File: config.mk
export PLATFORM = sky130hd
export DESIGN_NAME = ysyx_040750_mul_ctrl_flat
export DESIGN_NICKNAME = d
export VERILOG_FILES = /design/src/rtl/ysyx_040750_mul_pkg.sv /design/src/rtl/ysyx_040750_mul_ctrl_if.sv /design/src/rtl/ysyx_040750_mul_cache.sv /design/src/rtl/ysyx_040750_mul_ctrl.sv /design/src/flat_wrapper.sv
export SDC_FILE = /design/constraint.sdc
export NUM_CORES = 1
export LEC_CHECK = 0
export ABC_CLOCK_PERIOD_IN_PS = 4500
export CORE_MARGIN = 2
export CORE_UTILIZATION = 40
export CTS_BUF_LIST = sky130_fd_sc_hd__clkbuf_4 sky130_fd_sc_hd__clkbuf_8 sky130_fd_sc_hd__clkbuf_16
export CTS_CLUSTER_SIZE = 16
export DETAILED_ROUTE_END_ITERATION = 10
export PLACE_DENSITY = 0.67
export SLEW_MARGIN = 10
export SYNTH_ARGS = -nofsm -noshare
export SYNTH_HDL_FRONTEND = slang
export SYNTH_SLANG_ARGS = --single-unit
File: constraint.sdc
create_clock -name clk -period 4.5 [get_ports clk]
set_input_delay 0.675 -clock clk [delete_from_list [all_inputs] [get_ports clk]]
set_output_delay 0.675 -clock clk [all_outputs]
set_load 0.1 [all_outputs]
File: src/rtl/ysyx_040750_mul_pkg.sv
// Shared definitions for the RV64M multiply sequencing controller:
// op codes, FSM states, sign-extension encodings and the cache tag layout.
package ysyx_040750_mul_pkg;

    localparam int MUL_OP_W = 3;

    localparam logic [MUL_OP_W-1:0] MUL_OP_MUL    = 3'd0;
    localparam logic [MUL_OP_W-1:0] MUL_OP_MULH   = 3'd1;
    localparam logic [MUL_OP_W-1:0] MUL_OP_MULHSU = 3'd2;
    localparam logic [MUL_OP_W-1:0] MUL_OP_MULHU  = 3'd3;
    localparam logic [MUL_OP_W-1:0] MUL_OP_MULW   = 3'd4;

    // {rs1 signed, rs2 signed}
    localparam logic [1:0] SEXT_SS = 2'b11;
    localparam logic [1:0] SEXT_SU = 2'b10;
    localparam logic [1:0] SEXT_UU = 2'b00;

    typedef enum logic [2:0] {
        ST_IDLE  = 3'd0,
        ST_ISSUE = 3'd1,
        ST_BUSY  = 3'd2,
        ST_DONE  = 3'd3,
        ST_DRAIN = 3'd4
    } mul_state_e;

    typedef struct packed {
        logic [63:0] rs1;
        logic [63:0] rs2;
        logic [1:0]  sext;
    } mul_tag_t;

    // Reserved encodings 5..7 behave as a plain MUL.
    function automatic logic [MUL_OP_W-1:0] norm_op(input logic [MUL_OP_W-1:0] op);
        return (op > MUL_OP_MULW) ? MUL_OP_MUL : op;
    endfunction

    function automatic logic [1:0] op_sext(input logic [MUL_OP_W-1:0] op);
        logic [1:0] sx;
        case (op)
            MUL_OP_MULHSU: sx = SEXT_SU;
            MUL_OP_MULHU:  sx = SEXT_UU;
            default:       sx = SEXT_SS;
        endcase
        return sx;
    endfunction

endpackage

File: src/rtl/ysyx_040750_mul_ctrl_if.sv
// Request/response handshake plus the serial Booth multiplier port bundle.
interface ysyx_040750_mul_ctrl_if;
    import ysyx_040750_mul_pkg::*;

    logic                in_valid;
    logic                in_ready;
    logic [MUL_OP_W-1:0] in_op;
    logic [63:0]         in_rs1;
    logic [63:0]         in_rs2;

    logic                out_valid;
    logic                out_ready;
    logic [63:0]         out_result;

    logic [63:0]         m_mul1;
    logic [63:0]         m_mul2;
    logic [1:0]          m_sext_flag;
    logic                m_mul_valid;
    logic                m_P_valid;
    logic [127:0]        m_P;

    modport slave (
        input  in_valid, in_op, in_rs1, in_rs2, out_ready, m_P_valid, m_P,
        output in_ready, out_valid, out_result,
        output m_mul1, m_mul2, m_sext_flag, m_mul_valid
    );

    modport master (
        output in_valid, in_op, in_rs1, in_rs2, out_ready, m_P_valid, m_P,
        input  in_ready, out_valid, out_result,
        input  m_mul1, m_mul2, m_sext_flag, m_mul_valid
    );

endinterface

File: src/rtl/ysyx_040750_mul_cache.sv
// One-entry product cache: operand/sext tag, 128-bit product and hit compare.
module ysyx_040750_mul_cache
    import ysyx_040750_mul_pkg::*;
(
    input  logic                clk,
    input  logic                rst_n,
    input  logic                i_clr,
    input  logic                i_wr,
    input  mul_tag_t            i_wr_tag,
    input  logic [127:0]        i_wr_prod,
    input  logic [MUL_OP_W-1:0] i_lk_op,
    input  mul_tag_t            i_lk_tag,
    output logic                o_hit,
    output logic [127:0]        o_prod
);

    logic         r_vld;
    mul_tag_t     r_tag;
    logic [127:0] r_prod;

    logic w_opnd_match;
    logic w_sext_match;

    always_ff @(posedge clk or negedge rst_n) begin
        if (!rst_n) begin
            r_vld <= 1'b0;
        end else if (i_wr) begin
            r_vld <= 1'b1;
        end else if (i_clr) begin
            r_vld <= 1'b0;
        end
    end

    always_ff @(posedge clk) begin
        if (i_wr) begin
            r_tag  <= i_wr_tag;
            r_prod <= i_wr_prod;
        end
    end

    // The low 64 product bits do not depend on operand signedness, so a
    // plain MUL may reuse any cached product with matching operands.
    assign w_opnd_match = (r_tag.rs1 == i_lk_tag.rs1) && (r_tag.rs2 == i_lk_tag.rs2);
    assign w_sext_match = (r_tag.sext == i_lk_tag.sext);
    assign o_hit        = r_vld && w_opnd_match && ((i_lk_op == MUL_OP_MUL) || w_sext_match);
    assign o_prod       = r_prod;

endmodule

File: src/rtl/ysyx_040750_mul_ctrl.sv
// RV64M multiply sequencer: accepts ops, launches the serial Booth multiplier
// (or reuses the cached product), and returns the formatted 64-bit result.
module ysyx_040750_mul_ctrl
    import ysyx_040750_mul_pkg::*;
(
    input  logic                  clk,
    input  logic                  rst_n,
    input  logic                  flush,
    ysyx_040750_mul_ctrl_if.slave bus
);

    mul_state_e          r_state;
    logic [MUL_OP_W-1:0] r_op;
    logic [63:0]         r_rs1;
    logic [63:0]         r_rs2;
    logic [1:0]          r_sext;
    logic [127:0]        r_prod;
    logic                r_mul_valid;
    logic                r_out_valid;

    logic [MUL_OP_W-1:0] w_op_norm;
    logic [1:0]          w_sext_in;
    logic                w_accept;
    logic                w_hit;
    logic [127:0]        w_cache_prod;
    logic                w_cache_clr;
    logic                w_cache_wr;
    mul_tag_t            w_lk_tag;
    mul_tag_t            w_wr_tag;

    function automatic logic [63:0] fmt_result(input logic [MUL_OP_W-1:0] op,
                                               input logic [127:0]        p);
        logic [63:0] res;
        case (op)
            MUL_OP_MULH,
            MUL_OP_MULHSU,
            MUL_OP_MULHU: res = p[127:64];
            MUL_OP_MULW:  res = {{32{p[31]}}, p[31:0]};
            default:      res = p[63:0];
        endcase
        return res;
    endfunction

    assign w_op_norm = norm_op(bus.in_op);
    assign w_sext_in = op_sext(w_op_norm);
    assign w_accept  = bus.in_valid && bus.in_ready;

    assign w_lk_tag  = '{rs1: bus.in_rs1, rs2: bus.in_rs2, sext: w_sext_in};
    assign w_wr_tag  = '{rs1: r_rs1, rs2: r_rs2, sext: r_sext};

    // A product landing together with a flush belongs to an aborted op.
    assign w_cache_clr = (r_state == ST_ISSUE);
    assign w_cache_wr  = (r_state == ST_BUSY) && bus.m_P_valid && !flush;

    ysyx_040750_mul_cache u_cache (
        .clk       (clk),
        .rst_n     (rst_n),
        .i_clr     (w_cache_clr),
        .i_wr      (w_cache_wr),
        .i_wr_tag  (w_wr_tag),
        .i_wr_prod (bus.m_P),
        .i_lk_op   (w_op_norm),
        .i_lk_tag  (w_lk_tag),
        .o_hit     (w_hit),
        .o_prod    (w_cache_prod)
    );

    always_ff @(posedge clk or negedge rst_n) begin
        if (!rst_n) begin
            r_state     <= ST_IDLE;
            r_op        <= MUL_OP_MUL;
            r_rs1       <= '0;
            r_rs2       <= '0;
            r_sext      <= SEXT_UU;
            r_prod      <= '0;
            r_mul_valid <= 1'b0;
            r_out_valid <= 1'b0;
        end else begin
            r_mul_valid <= 1'b0;
            case (r_state)
                ST_IDLE: begin
                    if (w_accept) begin
                        r_op   <= w_op_norm;
                        r_rs1  <= bus.in_rs1;
                        r_rs2  <= bus.in_rs2;
                        r_sext <= w_sext_in;
                        if (w_hit) begin
                            r_prod      <= w_cache_prod;
                            r_out_valid <= 1'b1;
                            r_state     <= ST_DONE;
                        end else begin
                            r_mul_valid <= 1'b1;
                            r_state     <= ST_ISSUE;
                        end
                    end
                end
                // The launch pulse is already on the wire; a flush here only
                // means its product must be swallowed later.
                ST_ISSUE: begin
                    r_state <= flush ? ST_DRAIN : ST_BUSY;
                end
                ST_BUSY: begin
                    if (bus.m_P_valid) begin
                        if (flush) begin
                            r_state <= ST_IDLE;
                        end else begin
                            r_prod      <= bus.m_P;
                            r_out_valid <= 1'b1;
                            r_state     <= ST_DONE;
                        end
                    end else if (flush) begin
                        r_state <= ST_DRAIN;
                    end
                end
                ST_DONE: begin
                    if (flush || bus.out_ready) begin
                        r_out_valid <= 1'b0;
                        r_state     <= ST_IDLE;
                    end
                end
                ST_DRAIN: begin
                    if (bus.m_P_valid) begin
                        r_state <= ST_IDLE;
                    end
                end
                default: begin
                    r_out_valid <= 1'b0;
                    r_state     <= ST_IDLE;
                end
            endcase
        end
    end

    assign bus.in_ready    = (r_state == ST_IDLE) && !flush;
    assign bus.out_valid   = r_out_valid;
    assign bus.out_result  = fmt_result(r_op, r_prod);
    assign bus.m_mul1      = r_rs1;
    assign bus.m_mul2      = r_rs2;
    assign bus.m_sext_flag = r_sext;
    assign bus.m_mul_valid = r_mul_valid;

endmodule

File: src/flat_wrapper.sv
// flat-port wrapper written by rule: the top's interface ports become plain ports
module ysyx_040750_mul_ctrl_flat import ysyx_040750_mul_pkg::*;
  (clk, rst_n, flush, bus_in_valid, bus_in_op, bus_in_rs1, bus_in_rs2, bus_out_ready, bus_m_P_valid, bus_m_P, bus_in_ready, bus_out_valid, bus_out_result, bus_m_mul1, bus_m_mul2, bus_m_sext_flag, bus_m_mul_valid);
  ysyx_040750_mul_ctrl_if bus_i ();
  input  logic clk;
  input  logic rst_n;
  input  logic flush;
  input wire logic [$bits(bus_i.in_valid)-1:0] bus_in_valid;
  input wire logic [$bits(bus_i.in_op)-1:0] bus_in_op;
  input wire logic [$bits(bus_i.in_rs1)-1:0] bus_in_rs1;
  input wire logic [$bits(bus_i.in_rs2)-1:0] bus_in_rs2;
  input wire logic [$bits(bus_i.out_ready)-1:0] bus_out_ready;
  input wire logic [$bits(bus_i.m_P_valid)-1:0] bus_m_P_valid;
  input wire logic [$bits(bus_i.m_P)-1:0] bus_m_P;
  output wire logic [$bits(bus_i.in_ready)-1:0] bus_in_ready;
  output wire logic [$bits(bus_i.out_valid)-1:0] bus_out_valid;
  output wire logic [$bits(bus_i.out_result)-1:0] bus_out_result;
  output wire logic [$bits(bus_i.m_mul1)-1:0] bus_m_mul1;
  output wire logic [$bits(bus_i.m_mul2)-1:0] bus_m_mul2;
  output wire logic [$bits(bus_i.m_sext_flag)-1:0] bus_m_sext_flag;
  output wire logic [$bits(bus_i.m_mul_valid)-1:0] bus_m_mul_valid;
  assign bus_i.in_valid = bus_in_valid;
  assign bus_i.in_op = bus_in_op;
  assign bus_i.in_rs1 = bus_in_rs1;
  assign bus_i.in_rs2 = bus_in_rs2;
  assign bus_i.out_ready = bus_out_ready;
  assign bus_i.m_P_valid = bus_m_P_valid;
  assign bus_i.m_P = bus_m_P;
  assign bus_in_ready = bus_i.in_ready;
  assign bus_out_valid = bus_i.out_valid;
  assign bus_out_result = bus_i.out_result;
  assign bus_m_mul1 = bus_i.m_mul1;
  assign bus_m_mul2 = bus_i.m_mul2;
  assign bus_m_sext_flag = bus_i.m_sext_flag;
  assign bus_m_mul_valid = bus_i.m_mul_valid;
  ysyx_040750_mul_ctrl u_core (.clk(clk), .rst_n(rst_n), .flush(flush), .bus(bus_i));
endmodule
==> run summary <==
Max_slew headroom = 24.2%
Share of cells above drive strength 1 = 22.4%
Hold_ws = 156 ps
Reg clk slew, reported paths = 60 ps
Syn_nets = 1843
Most common cell after layout, fill and taps aside = clkdlybuf4s50_1
Crit-path slowest cell = a2111oi_0
Chip width = 240 um
Critical Path Sink Type = flop
Final global-route overflow total = 0
Detailed Place HPWL = 42500 um
Initial antenna violation count = 9
Yosys cell types = 47
Cts bufs inserted = 58
DIE HEIGHT = 240 um
Drt pass-1 iters = 4
Most frequent cells in the layout = clkdlybuf4s50_1 (393), nand2_1 (358), dfrtp_1 (267)
Crit Path Max Fanout = 40
Vias in the first global route = 14800
Total GRT Usage = 21.4%
Htree depth = 2
Crit path kind = in -> reg
Mean Syn Cell Area = 14.1 um^2
Skew final = 36.5 ps
Post-DRT Antenna Nets = 0
Power after layout = 22.8 mW
Worst-Skew Late Latency = 620 ps
Top FF cell, synth = dfrtp_1
Flop pwr share = 30.6%
Simple-Gate Fraction of Synth Area = 8.83%
WL final = 62300 um
Multi-input gate area = 0.00718 mm^2
Pre-CTS setup slack = 312 ps
HP Class = in -> async
Post-synth ARST share = 50.9%
Die Area = 0.0574 mm^2
Gpl congestion = 0.869
Sw Share = 46.4%
TritonCTS clock tree = done
Post-synth EDFFs = 258
Seq/Total Area, Yosys = 65.0%
Period utilization = 78.6%
Buffers on Ports = 461
CP required = 4980 ps
Root Driver = clkbuf_16
Met1 usage = 28.0%
Core area = 0.0550 mm^2
Setup tns final = 0 ps
Row count = 86
Post-Synthesis Cells = 1578
DP Area = 0.0275 mm^2
Status = finished, final reports clean
Final Non-Filler Cells = 2851
Netlist Area Pre-Place = 0.0222 mm^2
Critical Path Start Type = primary input
Crit-path max cell delay = 620 ps
Post-CTS setup buffers = 0
Fin worst setup slack = 963 ps
Ys Warns = 0
Final instance area = 0.0296 mm^2
Hold Vio Cnt, Final = 0
Busiest layer in global routing = met2
Pleak = 12.1 nW
Power Dens Cells = 769 mW/mm^2
Flip-flop and latch area = 0.0144 mm^2
Final core occ = 53.9%
Filler instances = 4505
1st-iter DRT viols = 870
Synth Area in Compound Gates = 4.10%
Post-synthesis adder-cell area fraction = 0%
Fin crit period = 3540 ps
Post-synthesis xor/xnor area fraction = 2.88%
Largest family of logic cells by synthesized area = multiplexers
Vias per cell = 5.03
Met3 global-route usage = 7.31%
I/O Pins = 462
First-pass GRT wire length = 93100 um
Switch Pwr = 10.6 mW
Max Root-Sink Buffers = 3
Resized Gates After CTS = 0
Layout area overhead = 33.4%
Mux share of post-synthesis cell area = 16.3%
DP Cell Count = 2738
Fmax = 0.283 GHz
Largest net degree at the start of global routing = 146
Slew Limit Fails = 0
GRT met2 Usage = 34.2%
Maximum VDD drop = 0.639 mV
RSZ-0062 raised after global routing = no
DRC violations left = 0
Internal power = 12.2 mW
CTS sink count = 525
Combinational Power Share = 46.4%
Critical-path cell list = clkdlybuf4s50_1, xnor2_1, o221ai_1, a2111oi_0, nand4_1, nor4_2, buf_4, a31o_4, buf_12, mux2_1
Max Cap Viol = 0
Final-stage net count = 2315
Final setup viols = 0
Hold Buf Count CTS = 0
Synthesis-stage register bit count = 525
WP data arrival = 4020 ps
Measured slew at the worst slew-check pin = 1130 ps
Initial core utilization = 40.4%
Clock share of power = 23.1%
WL per Instance = 21.9 um
Via count = 14300
-- cell families (layout without fill, tap and decap cells) --
logic type	count (synthesis)	count (layout)
XOR/XNOR	73	73
multiplexers	289	289
AND/OR/NAND/NOR	461	461
flip-flops	525	525
AO/OA/AOI/OAI	112	112
buffers and inverters	118	639
other	0	4
-- state kept, by name (all words and copies together) (netlist names), 2 cells and up --
register and flops:
u_core.bus.m_mul1 64, u_core.r_state 3, u_core.u_cache.o_prod 128, u_core.u_cache.r_tag 130, u_core.r_op 3, u_core.bus.m_sext_flag 2, u_core.r_prod 128, u_core.bus.m_mul2 64
-- layer usage --
layer	wire length [um]	part of all wire [%]	vias to the layer above
met4	1310	2.1	10
met5	66	0.11	-
met1	25800	41	7219
met3	5940	9.5	82
li1	-	-	6540
met2	29200	47	478
-- power by group through the flow --
stage | Sequential, mW | Combinational [mW] | Clock [mW]
after floorplan | 9.81 | 5.15 | 0
after global placement | 6.98 | 10.5 | 0
after detailed placement | 7.03 | 10.6 | 0
after CTS | 6.96 | 10.6 | 5.38
after global routing | 7.10 | 10.9 | 5.56
final | 6.97 | 10.6 | 5.26
-- critical path: cells and delay by family --
kind,cells,cell delay [ps]
AO/OA/AOI/OAI,3,1140
buffers and inverters,3,950
AND/OR/NAND/NOR,2,560
multiplexers,1,350
XOR/XNOR,1,310
-- final cells by class --
type | count | area share (%)
clock inverter | 39 | 1.85
inverter | 46 | 0.625
sequential | 525 | 48.7
tap | 748 | 3.16
clock buffer | 70 | 5.37
antenna | 4 | 0.0338
timing repair buffer | 484 | 16.1
multi-input combinational | 935 | 24.2
-- final timing paths --
path                                                    start                             endpoint  slack (ps)  cells past startpoint
setup / recovery                               bus_in_rs2[62]         u_core.r_prod[5]$_DFFE_PN0P_         960                     10
hold / removal                                          rst_n        u_core.r_prod[69]$_DFFE_PN0P_         160                      1
setup reg to reg           u_core.u_cache.r_tag[64]$_DFFE_PP_         u_core.r_prod[5]$_DFFE_PN0P_        1130                      9
hold reg to reg             u_core.bus.m_mul1[38]$_DFFE_PN0P_  u_core.u_cache.r_tag[104]$_DFFE_PP_         470                      0
max in group asynchronous                               rst_n    u_core.bus.m_mul2[58]$_DFFE_PN0P_        3080                      2
min in group clk            u_core.bus.m_mul1[38]$_DFFE_PN0P_  u_core.u_cache.r_tag[104]$_DFFE_PP_         470                      0
-- synthesized netlist by cell type, types with 2 or more instances --
master / n / area (um^2)
nand2_1: 359 / 1350
dfrtp_1: 267 / 6680
edfxtp_1: 258 / 7750
mux2_2: 160 / 1800
mux2_4: 100 / 1500
clkbuf_1: 54 / 203
inv_1: 44 / 165
xor2_1: 42 / 368
a221o_1: 32 / 320
xnor2_1: 31 / 272
mux2_1: 28 / 315
o21ai_0: 27 / 135
nand2b_1: 23 / 144
nor2b_1: 23 / 144
nor4_1: 17 / 106
o22ai_1: 14 / 87.6
nor2_1: 12 / 45.0
buf_12: 11 / 220
nand4_1: 11 / 68.8
o2111ai_1: 7 / 61.3
a2111o_1: 5 / 56.3
a22o_1: 5 / 43.8
nand3_1: 5 / 25.0
a2111oi_0: 4 / 35.0
a21oi_1: 4 / 20.0
buf_1: 4 / 15.0
buf_6: 3 / 33.8
a2bb2oi_1: 2 / 17.5
a31oi_1: 2 / 12.5
and3_1: 2 / 12.5
inv_2: 2 / 7.51
nand3b_1: 2 / 15.0
nor3_1: 2 / 10.0
o221ai_1: 2 / 17.5
o2bb2ai_1: 2 / 17.5
Note: power is estimated with default switching activity, not from simulation.
